## src/rtl/mt9v034_vid2axis.sv

```systemverilog
// rtl/mt9v034_vid2axis.sv - MT9V034 parallel video to AXI4-Stream bridge
// One-pixel hold register decides tlast, then a first-word-fall-through FIFO feeds the stream.
module mt9v034_vid2axis #(
  parameter int FIFO_DEPTH      = 16,
  parameter int VIDEO_BIT_WIDTH = 8
) (
  input  logic                       pxclk,
  input  logic                       reset,
  input  logic                       receiver_locked,
  input  logic                       pixel_data_valid,
  input  logic                       vid_active_video,
  input  logic [VIDEO_BIT_WIDTH-1:0] vid_data,
  input  logic                       vid_hblank,
  input  logic                       vid_vblank,
  output logic [VIDEO_BIT_WIDTH-1:0] m_axis_tdata,
  output logic                       m_axis_tvalid,
  input  logic                       m_axis_tready,
  output logic                       m_axis_tuser,
  output logic                       m_axis_tlast,
  output logic                       overflow,
  output logic [15:0]                frame_count,
  output logic [10:0]                line_width,
  output logic [9:0]                 line_count
);
  localparam int AW = $clog2(FIFO_DEPTH);
  localparam int EW = VIDEO_BIT_WIDTH + 2;
  localparam logic [AW:0] PTR_ONE = (AW + 1)'(1);

  typedef enum logic [2:0] {WAIT_LOCK, WAIT_VBLANK, WAIT_FRAME, ACTIVE, DROP} state_t;

  state_t                     state_q, state_d;
  logic                       hold_vld_q, hold_vld_d;
  logic                       hold_sof_q, hold_sof_d;
  logic [VIDEO_BIT_WIDTH-1:0] hold_data_q, hold_data_d;
  logic [EW-1:0]              mem_q [FIFO_DEPTH];
  logic [EW-1:0]              mem_d [FIFO_DEPTH];
  logic [AW:0]                wr_ptr_q, wr_ptr_d, rd_ptr_q, rd_ptr_d;
  logic                       overflow_q, overflow_d;
  logic [15:0]                frame_count_q, frame_count_d;
  logic [10:0]                line_width_q, line_width_d, pix_cnt_q, pix_cnt_d;
  logic [9:0]                 line_count_q, line_count_d, lines_q, lines_d;

  logic          empty, full, pop, push_req, push_last, push_ok, is_pixel, frame_end;
  logic [EW-1:0] rd_entry;

  assign empty    = (wr_ptr_q == rd_ptr_q);
  assign full     = (wr_ptr_q[AW] != rd_ptr_q[AW]) && (wr_ptr_q[AW-1:0] == rd_ptr_q[AW-1:0]);
  assign rd_entry = mem_q[rd_ptr_q[AW-1:0]];
  assign pop      = !empty && m_axis_tready;
  assign is_pixel = vid_active_video && !vid_hblank && !vid_vblank;

  assign m_axis_tvalid = !empty;
  assign m_axis_tdata  = empty ? '0 : rd_entry[VIDEO_BIT_WIDTH-1:0];
  assign m_axis_tuser  = !empty && rd_entry[VIDEO_BIT_WIDTH+1];
  assign m_axis_tlast  = !empty && rd_entry[VIDEO_BIT_WIDTH];
  assign overflow      = overflow_q;
  assign frame_count   = frame_count_q;
  assign line_width    = line_width_q;
  assign line_count    = line_count_q;

  always_comb begin
    state_d       = state_q;
    hold_vld_d    = hold_vld_q;
    hold_sof_d    = hold_sof_q;
    hold_data_d   = hold_data_q;
    mem_d         = mem_q;
    wr_ptr_d      = wr_ptr_q;
    rd_ptr_d      = rd_ptr_q;
    overflow_d    = overflow_q;
    frame_count_d = frame_count_q;
    line_width_d  = line_width_q;
    pix_cnt_d     = pix_cnt_q;
    line_count_d  = line_count_q;
    lines_d       = lines_q;
    push_req      = 1'b0;
    push_last     = 1'b0;
    push_ok       = 1'b0;
    frame_end     = 1'b0;

    if (!receiver_locked) begin
      state_d    = WAIT_LOCK;
      hold_vld_d = 1'b0;
    end else begin
      case (state_q)
        WAIT_LOCK:   state_d = WAIT_VBLANK;
        WAIT_VBLANK: if (pixel_data_valid && vid_vblank) state_d = WAIT_FRAME;
        WAIT_FRAME: begin
          if (pixel_data_valid && is_pixel) begin
            state_d     = ACTIVE;
            hold_vld_d  = 1'b1;
            hold_sof_d  = 1'b1;
            hold_data_d = vid_data;
            pix_cnt_d   = '0;
            lines_d     = '0;
          end
        end
        ACTIVE: begin
          // The incoming sample decides whether the held pixel ends its line.
          if (pixel_data_valid) begin
            push_req    = hold_vld_q;
            push_last   = !is_pixel;
            hold_vld_d  = is_pixel;
            hold_sof_d  = 1'b0;
            hold_data_d = vid_data;
            if (vid_vblank) begin
              state_d   = WAIT_FRAME;
              frame_end = 1'b1;
            end
          end
        end
        DROP:    if (pixel_data_valid && vid_vblank) state_d = WAIT_FRAME;
        default: state_d = WAIT_LOCK;
      endcase
    end

    push_ok = push_req && (!full || pop);
    if (push_ok) begin
      mem_d[wr_ptr_q[AW-1:0]] = {hold_sof_q, push_last, hold_data_q};
      wr_ptr_d = wr_ptr_q + PTR_ONE;
      if (hold_sof_q) frame_count_d = frame_count_q + 16'd1;
      if (push_last) begin
        line_width_d = (pix_cnt_q == 11'h7FF) ? 11'h7FF : pix_cnt_q + 11'd1;
        pix_cnt_d    = '0;
        lines_d      = (lines_q == 10'h3FF) ? lines_q : lines_q + 10'd1;
      end else if (pix_cnt_q != 11'h7FF) begin
        pix_cnt_d = pix_cnt_q + 11'd1;
      end
    end else if (push_req) begin
      overflow_d = 1'b1;
      state_d    = DROP;
      hold_vld_d = 1'b0;
    end

    if (frame_end && state_d != DROP) line_count_d = lines_d;
    if (pop) rd_ptr_d = rd_ptr_q + PTR_ONE;
  end

  always_ff @(posedge pxclk) begin
    if (reset) begin
      state_q       <= WAIT_LOCK;
      hold_vld_q    <= 1'b0;
      hold_sof_q    <= 1'b0;
      hold_data_q   <= '0;
      wr_ptr_q      <= '0;
      rd_ptr_q      <= '0;
      overflow_q    <= 1'b0;
      frame_count_q <= '0;
      line_width_q  <= '0;
      pix_cnt_q     <= '0;
      line_count_q  <= '0;
      lines_q       <= '0;
    end else begin
      state_q       <= state_d;
      hold_vld_q    <= hold_vld_d;
      hold_sof_q    <= hold_sof_d;
      hold_data_q   <= hold_data_d;
      wr_ptr_q      <= wr_ptr_d;
      rd_ptr_q      <= rd_ptr_d;
      overflow_q    <= overflow_d;
      frame_count_q <= frame_count_d;
      line_width_q  <= line_width_d;
      pix_cnt_q     <= pix_cnt_d;
      line_count_q  <= line_count_d;
      lines_q       <= lines_d;
    end
  end

  // Storage needs no reset: empty pointers make every entry invisible.
  always_ff @(posedge pxclk) begin
    mem_q <= mem_d;
  end
endmodule

```

## config.mk

```make
export PLATFORM = sky130hd
export DESIGN_NAME = mt9v034_vid2axis
export DESIGN_NICKNAME = d
export VERILOG_FILES = /design/src/rtl/mt9v034_vid2axis.sv
export SDC_FILE = /design/constraint.sdc
export NUM_CORES = 1
export LEC_CHECK = 0
export CORE_MARGIN = 4
export CORE_UTILIZATION = 55
export CTS_BUF_LIST = sky130_fd_sc_hd__clkbuf_8 sky130_fd_sc_hd__clkbuf_16
export DETAILED_ROUTE_END_ITERATION = 12
export PLACE_DENSITY_LB_ADDON = 0.05
export SLEW_MARGIN = 20
export SYNTH_ARGS = -nofsm -noshare
export SYNTH_HDL_FRONTEND = slang
export SYNTH_SLANG_ARGS = --single-unit
```

## constraint.sdc

```tcl
create_clock -name pxclk -period 3.8 [get_ports pxclk]
set_input_delay 0.76 -clock pxclk [delete_from_list [all_inputs] [get_ports pxclk]]
set_output_delay 0.76 -clock pxclk [all_outputs]
set_load 0.005 [all_outputs]
```

# Yosys cells after proc, flatten, opt, wreduce, memory -nomap -nowiden
# Cells that the tools add are included.
# Widths: inputs -> output; s select.
[totals] regBits=242 inputBits=16 output_inout_bits=49
[classes] addsub=5 n_lt_le_gt_ge=3 eq_ne=13 n_mux=50 n_bitwise=3 reduce_logical=24
[ops] op="$bwmux 160" count=1
[ops] op="$mux 10" count=9
[ops] op="$mux 11" count=7
[ops] op="$bmux 10 s4" count=1
[ops] op="$demux 10 s4" count=1
[ops] op="$mux 8" count=3
[ops] op="$mux 3" count=7
[ops] op="$mux 1" count=17
[ops] op="$add 16x1->16 const B" count=1
[ops] op="$pmux 8 s2" count=1
[ops] op="$pmux 3 s4" count=1
[ops] op="$add 11x1->11 const B" count=1
[ops] op="$eq 11x11->1 const B" count=1
[ops] op="$logic_and 1x1->1" count=11
[ops] op="$ne 11x11->1 const B" count=1
[ops] op="$add 10x1->10 const B" count=1
[ops] op="$add 5x1->5 const B" count=2
[ops] op="$eq 10x10->1 const B" count=1
[ops] op="$ge 5x5->1 const B" count=2
[ops] op="$not 4->5" count=2
[ops] op="$eq 3x2->1 const B" count=2
[ops] op="$reduce_and 2->1" count=3
[ops] op="$eq 5x5->1" count=1
[ops] op="$logic_not 1->1" count=5
[ops] op="other kinds (14)" count=16

# Depth between registers and ports, before layout
# Gate-level depths: netlist (run 1).
[logic_depth] depth_word=11 depth_mapped=8 depth_no_buf=6

# Worst setup path before layout (run 1)
# No wires, ideal clock.
[synth_path] path_kind="input-to-reg" start="input port receiver_locked" end="register mem_q[120] in the netlist's numbering, enable pin" setup_ps=390 t_arrival_ps=2232 setup_slack_ps=1178 stages=6 n_path_buf=2 cell_sequence="buf_2 > and2_1 > and2_4 > buf_8 > o211ai_1 > nor3_1"
[synth_between] elab_chain_cells=2
[synth_lines] item="from (decl)" line="9" text="input logic receiver_locked,"
[synth_lines] item="$mux 1" line="80" text="if (!receiver_locked) begin"
[synth_lines] item="$logic_and 1x1->1" line="116" text="push_ok = push_req && (!full || pop);"
[synth_lines] item="to (signal assigned)" line="170" text="mem_q <= mem_d;"
[synth_lines] item="to (decl)" line="35" text="logic [EW-1:0] mem_q [FIFO_DEPTH];"
# Every way passes these cells.
# A chain may end at the register's enable or synchronous reset.

# Worst setup path after layout (run 1)
[layout_path] start="register rd_ptr_q[0]" end="output port m_axis_tuser"
[layout_between] elab_chain_cells=5
[layout_lines] item="from (decl)" line="37" text="logic [AW:0] wr_ptr_q, wr_ptr_d, rd_ptr_q, rd_ptr_d;"
[layout_lines] item="from (signal assigned)" line="158" text="rd_ptr_q <= rd_ptr_d;"
[layout_lines] item="$not 4->5 (implied by the code)" line="48" text="assign rd_entry = mem_q[rd_ptr_q[AW-1:0]];"
[layout_lines] item="$bmux 10 s4" line="48"
[layout_lines] item="$mux 10 (implied by the code) (2 in series)" line="48"
[layout_lines] item="$logic_and 1x1->1 (*)" line="54" text="assign m_axis_tuser = !empty && rd_entry[VIDEO_BIT_WIDTH+1];"
[layout_lines] item="to (decl)" line="18" text="output logic m_axis_tuser,"
# Every way passes the cells marked *; elsewhere a longest branch is shown, timed or not. The select of a mux whose other input is x is not followed.

==> metrics.md, run 1 <==
| Metric | Value |
|---|---|
| Max_cap viols | `0` |
| Post-CTS Setup Inserts | `0` |
| RSZ-0062 raised after global routing | `false` |
| Final Setup Violations | `0` |
| Layout cells sized above 1 | `0.156` |
| CTS Buffer Depth | `3` |
| Largest net degree at the start of global routing | `44` |
| P_int | `4090 uW` |
| Top cell type's share of synthesized area | `0.472` |
| Highest net fanout along the worst path | `27` |
| DR vias | `6223` |
| GR Util All Layers | `0.220` |
| Htree depth | `1` |
| EDFF count, synth | `160` |
| Syn avg cell area | `14.4 um2` |
| CP Data Arrival Time | `2.90 ns` |
| Crit share post-route | `0.963` |
| Worst hold path class | `reg -> reg` |
| Clk sinks | `242` |
| Drt total wl | `22.1 mm` |
| First-pass GRT wire length | `35.4 mm` |
| Sequential area share after synthesis | `0.633` |
| Startpoint Class | `flip-flop` |
| Setup TNS | `0 ns` |
| Overall die height | `144 um` |
| Rows | `49` |
| Area leader, netlist | `edfxtp_1` |
| Sw power | `995 uW` |
| Worst path required time | `3.04 ns` |
| Max Slew Vio Count | `0` |
| Flop pwr share | `0.545` |
| Critical path type | `reg -> out` |
| Area contributors post-synth | `edfxtp_1 47%, dfxtp_1 16%, mux4_2 11%` |
| Min Hold Slack | `0.451 ns` |
| Post-route DRC | `0` |
| Fin Clk Skew | `0.0193 ns` |
| Clk pin slew, worst setup/hold paths | `0.06 ns` |
| Nets | `794` |
| Chip width | `144 um` |
| Status | `finished, final reports clean` |
| Global placement routability congestion | `0.811` |
| Core area | `18100 um2` |
| Pwr Total | `5080 uW` |
| Distinct cells, synth | `67` |
| Switching share of total power | `0.196` |
| Area grow syn2layout | `16.0%` |
| Relative slew margins | `0.482` |
| Initial antenna violation count | `0` |
| Mapped Area | `10200 um2` |
| Total die area | `20800 um2` |
| Remaining global-route overflow | `0` |
| I/O pin cnt | `65` |
| Dpl hpwl | `14.5 mm` |
| Met3 routed WL | `954 um` |
| Latest clock arrival within the worst-skew pair | `0.51 ns` |
| Top FF cell, synth | `edfxtp_1` |
| Most frequent cell after synthesis | `edfxtp_1` |
| Final hold viol count | `0` |
| Worst VDD drop | `0.271 mV` |
| Starting density of the core | `0.563` |
| Min Clock Period, post-route | `3.66 ns` |
| Synthesized flop and latch total | `242` |
| Initial DRT Pass Iterations | `4` |
| FILL cells | `1315` |
| CTS Hold Bufs | `0` |
| Post-route ant nets | `0` |
| Vias in the first global route | `6384` |
| Initial DRC count | `359` |
| Synth Instances | `707` |
| Commonest cells post-synth | `160 x edfxtp_1, 82 x dfxtp_1, 55 x nor2_1` |
| Comb pwr share | `0.009` |
| Post-cts repair resize count | `1` |
| Warnings from Yosys | `0` |
| WL/cell | `21.8 um` |
| Max layer used | `met4` |
| P_leak | `0.00335 uW` |
| # diodes | `0` |
| CTS tree | `built` |
| Actual slew at the worst max-slew pin | `0.777 ns` |
| Input/output buffers | `64` |
| CTS buffer count | `24` |
| FMAX | `273 MHz` |
| Post-layout util | `0.653` |
| Vias per std cell | `6.12` |
| FFs w/ async S/R, synth | `0` |
| Clock share of power | `0.446` |
| Metal-1 WL | `9.29 mm` |
| Critical Path End Type | `output port` |
| CTS Root Cell | `clkbuf_16` |
| Post-synth net total | `731` |
| PD cells | `430 nW/um2` |
| Wire length on met2 | `11.6 mm` |
## through the flow
| step | area, um2 | worst slack (ns) | cells |
|---|---|---|---|
| CTS | 11800 | 0.0864 | 1017 |
| detailed placement | 11000 | 0.486 | 973 |
| finish | 11800 | 0.140 | 1017 |
| floorplan | 10200 | 1.18 | 707 |
| global placement | 11000 | 0.568 | 973 |
| global route | 11800 | 0.0131 | 1017 |
## logic make-up (layout without fill, tap and decap cells)
group	Yosys count	in the layout	synth area share
DFF	242	242	0.633
and+or+nand+nor	202	202	0.108
AOI/OAI and AO/OA	112	112	0.0779
muxes	68	68	0.129
buffers and inverters	55	136	0.0251
xor gates and xnor gates	20	20	0.0172
adders and majority gates	8	8	0.00983
## worst paths after layout
check	from	endpoint	slack, ns	cells past startpoint
setup / recovery	rd_ptr_q[0]	m_axis_tuser	0.14	5
hold / removal	overflow	overflow	0.45	2
setup reg to reg	rd_ptr_q[3]	mem_q[69]	1.12	5
hold reg to reg	overflow	overflow	0.45	2
## state kept, by name, indices dropped and copies added (netlist names)
name / cells
frame_count: 16
hold_vld_q: 1
hold_sof_q: 1
mem_q: 160
rd_ptr_q: 5
line_width: 11
overflow: 1
state_q: 3
pix_cnt_q: 11
wr_ptr_q: 5
lines_q: 10
line_count: 10
hold_data_q: 8
## layer usage
| metal | vias to the layer above | track usage |
|---|---|---|
| met5 | - | 0 |
| met4 | 0 | 0.0476 |
| met3 | 24 | 0.0324 |
| met2 | 167 | 0.389 |
| met1 | 3134 | 0.290 |
| li1 | 2898 | - |
## worst max-delay path, stage by stage (launching register included)
cell             delay [ns]
dfxtp_4                0.45
buf_12                 0.27
mux4_2                 0.56
mux4_2                 0.51
nor2b_1                0.16
clkdlybuf4s50_1        0.44
## cells in the final DEF (no fill, tap or decap), drive strengths merged, types with 9 or more instances in the layout
cell	synthesis	final
a211oi	9	9
nor2	55	55
inv	11	14
nand2	26	26
xnor2	16	16
or3	9	9
or4	10	10
edfxtp	160	160
a311oi	17	17
and3	22	22
clkdlybuf4s50	0	63
nor2b	15	15
buf	19	18
o21ai	9	9
mux2i	13	13
nand3	21	21
mux4	50	50
dfxtp	82	82
clkbuf	25	27
a21oi	36	36
## cell type report
| cell class | count | area [um2] | share of cell area |
|---|---|---|---|
| sequential | 242 | 6450 | 0.546 |
| multi-input combinational | 410 | 3480 | 0.295 |
| timing repair buffer | 81 | 788 | 0.0667 |
| clock buffer | 27 | 653 | 0.0553 |
| tap | 229 | 287 | 0.0243 |
| clock inverter | 17 | 109 | 0.00922 |
| inverter | 11 | 41.3 | 0.00350 |
## power groups by stage
stage	Combinational, uW	Clock [uW]	Sequential [uW]
after global placement	43.0	0	2830
final	43.9	2270	2770
after CTS	44.3	2300	2770
after detailed placement	44.0	0	2830
after global routing	48.0	2430	2770
after floorplan	20.8	0	2830
No activity file was read; power rests on OpenSTA's default activity.
==> run 2: changes to the inputs <==
--- a/config.mk
+++ b/config.mk
@@ -7,7 +7,7 @@
 export LEC_CHECK = 0
 export CORE_MARGIN = 4
 export CORE_UTILIZATION = 55
-export CTS_BUF_LIST = sky130_fd_sc_hd__clkbuf_8 sky130_fd_sc_hd__clkbuf_16
+export CTS_BUF_LIST = sky130_fd_sc_hd__clkbuf_16
 export DETAILED_ROUTE_END_ITERATION = 12
 export PLACE_DENSITY_LB_ADDON = 0.05
 export SLEW_MARGIN = 20
==> constraint.sdc (replaced) <==
create_clock -name pxclk -period 3.6 [get_ports pxclk]
set_input_delay 0.72 -clock pxclk [delete_from_list [all_inputs] [get_ports pxclk]]
set_output_delay 0.72 -clock pxclk [all_outputs]
set_load 0.005 [all_outputs]
==> run 2 against run 1 <==
  * Global-route usage rose by 0.17 points
  * Die area unchanged
  * Critical path depth unchanged
  * Cell count up 1.7%
  * Routed wire length increased by 1.6%
  * Count of clock-buffer cells in the layout down 2
  * Power grew 2.0%
  * Cell area rose by 1.0%
  * Register-to-register slack about the same
  * Highest routed layer unchanged
==> metrics.md, run 2 (synthesized netlist as in run 1, its figures left out) <==
| Metric | Value |
|---|---|
| Min Clock Period, post-route | `3.55 ns` |
| Post-route DRC | `0 (unchanged)` |
| Initial DRT Pass Iterations | `5 (+1)` |
| Sw power | `994 uW (about the same)` |
| Final Setup Violations | `0 (unchanged)` |
| CTS tree | `built` |
| Worst-path cell chain | `buf_16 -> mux4_2 -> mux4_2 -> nor2b_1 -> clkdlybuf4s50_1` |
| CTS Buffer Depth | `3 (unchanged)` |
| Initial DRC count | `328 (-8.6%)` |
| CTS Hold Bufs | `0 (unchanged)` |
| Setup TNS | `0 ns (unchanged)` |
| Switching share of total power | `0.192 (-0.00407)` |
| CTS Root Cell | `clkbuf_16` |
| Finished Layout Cells | `1034 (+1.7%)` |
| Clk pin slew, worst setup/hold paths | `0.06 ns (about the same)` |
| GRT met1 Usage | `0.293 (+0.00252)` |
| Global routing's busiest layer | `met2` |
| PD cells | `435 nW/um2 (+1.0%)` |
| Initial antenna violation count | `0 (unchanged)` |
| Core area | `18100 um2 (unchanged)` |
| Crit-path max cell delay | `0.54 ns (-0.02 ns)` |
| P_int | `4190 uW (+2.6%)` |
| Final instance area | `11900 um2 (+1.0%)` |
| Rows | `49 (unchanged)` |
| Input/output buffers | `64 (unchanged)` |
| Met3 usage | `0.0308 (-0.00165)` |
| Critical Path End Type | `output port` |
| Worst VDD drop | `0.340 mV (+26%)` |
| Clock share of power | `0.426 (-0.020)` |
| R2r setup slk | `1.13 ns (about the same)` |
| Reg2reg end | `pix_cnt_q[3]` |
| Htree depth | `1 (unchanged)` |
| WL/cell | `21.7 um (-0.10%)` |
| I/O pin cnt | `65 (unchanged)` |
| Crit share post-route | `0.987` |
| Worst hold endpoint | `overflow` |
| Slowest cell on the critical path | `mux4_2` |
| Worst path required time | `2.88 ns (-0.16 ns)` |
| Startpoint Class | `flip-flop` |
| P_leak | `0.00350 uW (+4.7%)` |
| Largest Register | `mem_q` |
| Fin Clk Skew | `0.0152 ns (-0.00408 ns)` |
| Vias per std cell | `6.10 (-0.36%)` |
| Max Slew Vio Count | `0 (unchanged)` |
| Hold Crit Start | `overflow` |
| Chip width | `144 um (unchanged)` |
| Post-CTS Setup Inserts | `0 (unchanged)` |
| # diodes | `0 (unchanged)` |
| Max_cap viols | `0 (unchanged)` |
| Min Hold Slack | `0.453 ns (+0.00199 ns)` |
| Latest clock arrival within the worst-skew pair | `0.51 ns (about the same)` |
| Highest net fanout along the worst path | `16 (-41%)` |
| Overall die height | `144 um (unchanged)` |
| Worst hold path class | `reg -> reg` |
| Final hold viol count | `0 (unchanged)` |
| Layout cells sized above 1 | `0.166 (+0.0104)` |
| Largest net degree at the start of global routing | `40 (-9.1%)` |
| CP Data Arrival Time | `2.83 ns (-0.07 ns)` |
| Remaining global-route overflow | `0 (unchanged)` |
| Starting density of the core | `0.563 (unchanged)` |
| Most frequent cells in the layout | `160 x edfxtp_1, 80 x dfxtp_1, 61 x clkdlybuf4s50_1` |
| Area grow syn2layout | `17.2%` |
| Area after DPL | `11200 um2 (+1.0%)` |
| Clk sinks | `242 (unchanged)` |
| FMAX | `281 MHz` |
| DR vias | `6304 (+1.3%)` |
| Critical path's top delay family | `multiplexers` |
| First-pass GRT wire length | `35.5 mm (+0.37%)` |
| Post-route ant nets | `0 (unchanged)` |
| Comb pwr share | `0.009 (about the same)` |
| Hold Path Depth | `2 (unchanged)` |
| Reg-to-Reg Start | `pix_cnt_q[0]` |
| Most used cell, CP | `mux4_2` |
| CTS buffer count | `24 (unchanged)` |
| Total die area | `20800 um2 (unchanged)` |
| Nets | `811 (+2.1%)` |
| Worst reg2reg path depth | `6 (+1)` |
| Most common cell after layout, fill and taps aside | `edfxtp_1` |
| Global placement routability congestion | `0.814 (+0.33%)` |
| Placed Instances | `988 (+1.5%)` |
| Relative slew margins | `0.506 (+0.0246)` |
| Dpl hpwl | `14.4 mm (-0.51%)` |
| Vias in the first global route | `6400 (+0.25%)` |
| Flop pwr share | `0.564 (+0.019)` |
| Number of flip-flops in the largest register | `160 (unchanged)` |
| Actual slew at the worst max-slew pin | `0.740 ns (-0.0369 ns)` |
| GR Util All Layers | `0.221 (+0.00173)` |
| Status | `finished, final reports clean` |
| Crit path buf inv count | `2 (unchanged)` |
| Critical path type | `reg -> out` |
| Met2 GRT Util | `0.395 (+0.00612)` |
| RSZ-0062 raised after global routing | `true` |
| Drt total wl | `22.5 mm (+1.6%)` |
run 2: changes by cell type in the layout (fill, tap and decap cells not counted), moves of 2 or more:
cell             delta
buf_4              +14
clkbuf_8            -2
clkdlybuf4s50_1     -2
clkinv_2            +3
clkinvlp_2          -3
clkinvlp_4          -2
dlymetal6s2s_1      +2
inv_1               +7
run 2: cell type report:
cell class | instances | area [um2]
multi-input cells | 410 | 3480
fillers | 1272 | 6160
clock inverters | 19 | 77.6
well taps | 229 | 287
flip-flops and latches | 242 | 6450
clock buffers | 25 | 626
repair buffers | 98 | 966
inverters | 11 | 41.3
run 2: worst reg2reg max path, cell delays in order, from the launching register on:
cell and delay, ns:
dfxtp_1 0.40, ha_1 0.28, nand4_1 0.18, or3_1 0.61
o211a_1 0.35, mux2_2 0.34, a211oi_1 0.23
run 2: worst max path at each step:
stage                     slack (ns)  cells after the start        startpoint         endpoint
final                           0.05                      5       rd_ptr_q[0]  m_axis_tdata[4]
after global routing           -0.03                      5       rd_ptr_q[0]  m_axis_tdata[4]
after detailed placement        0.43                      6  pixel_data_valid  frame_count[15]
after global placement          0.51                      5       rd_ptr_q[0]  m_axis_tdata[0]
after floorplan                 1.02                      5       rd_ptr_q[0]  m_axis_tdata[7]
after CTS                       0.02                      5       rd_ptr_q[0]  m_axis_tdata[0]
run 2: power groups by stage:
stage               logic, uW  registers [uW]  clock network (uW)
detailed placement       47.6            2990                   0
global placement         45.8            2990                   0
floorplan                22.0            2990                   0
CTS                      47.8            2930                2270
finish                   47.9            2930                2210
global route             51.0            2930                2400
run 2: repair_timing:
| item | 4_1_cts | 5_1_grt |
|---|---|---|
| gates resized for setup | 2 | 4 |
| gates cloned | 1 | 1 |
| endpoints found under the setup margin | 6 | 5 |
run 2: metal layers:
| layer | vias up | routed length, um |
|---|---|---|
| met5 | - | 0 |
| met4 | 0 | 206 |
| met3 | 19 | 1150 |
| met2 | 168 | 11700 |
| met1 | 3170 | 9460 |
| li1 | 2947 | - |
run 2: per-stage QoR:
step	total power (uW)	utilization	setup WS [ns]
after floorplan	3010	-	1.02
after global placement	3030	0.617	0.513
after detailed placement	3040	0.617	0.428
after CTS	5240	0.658	0.0217
after global routing	5370	0.660	-0.0305
final	5190	0.660	0.0457
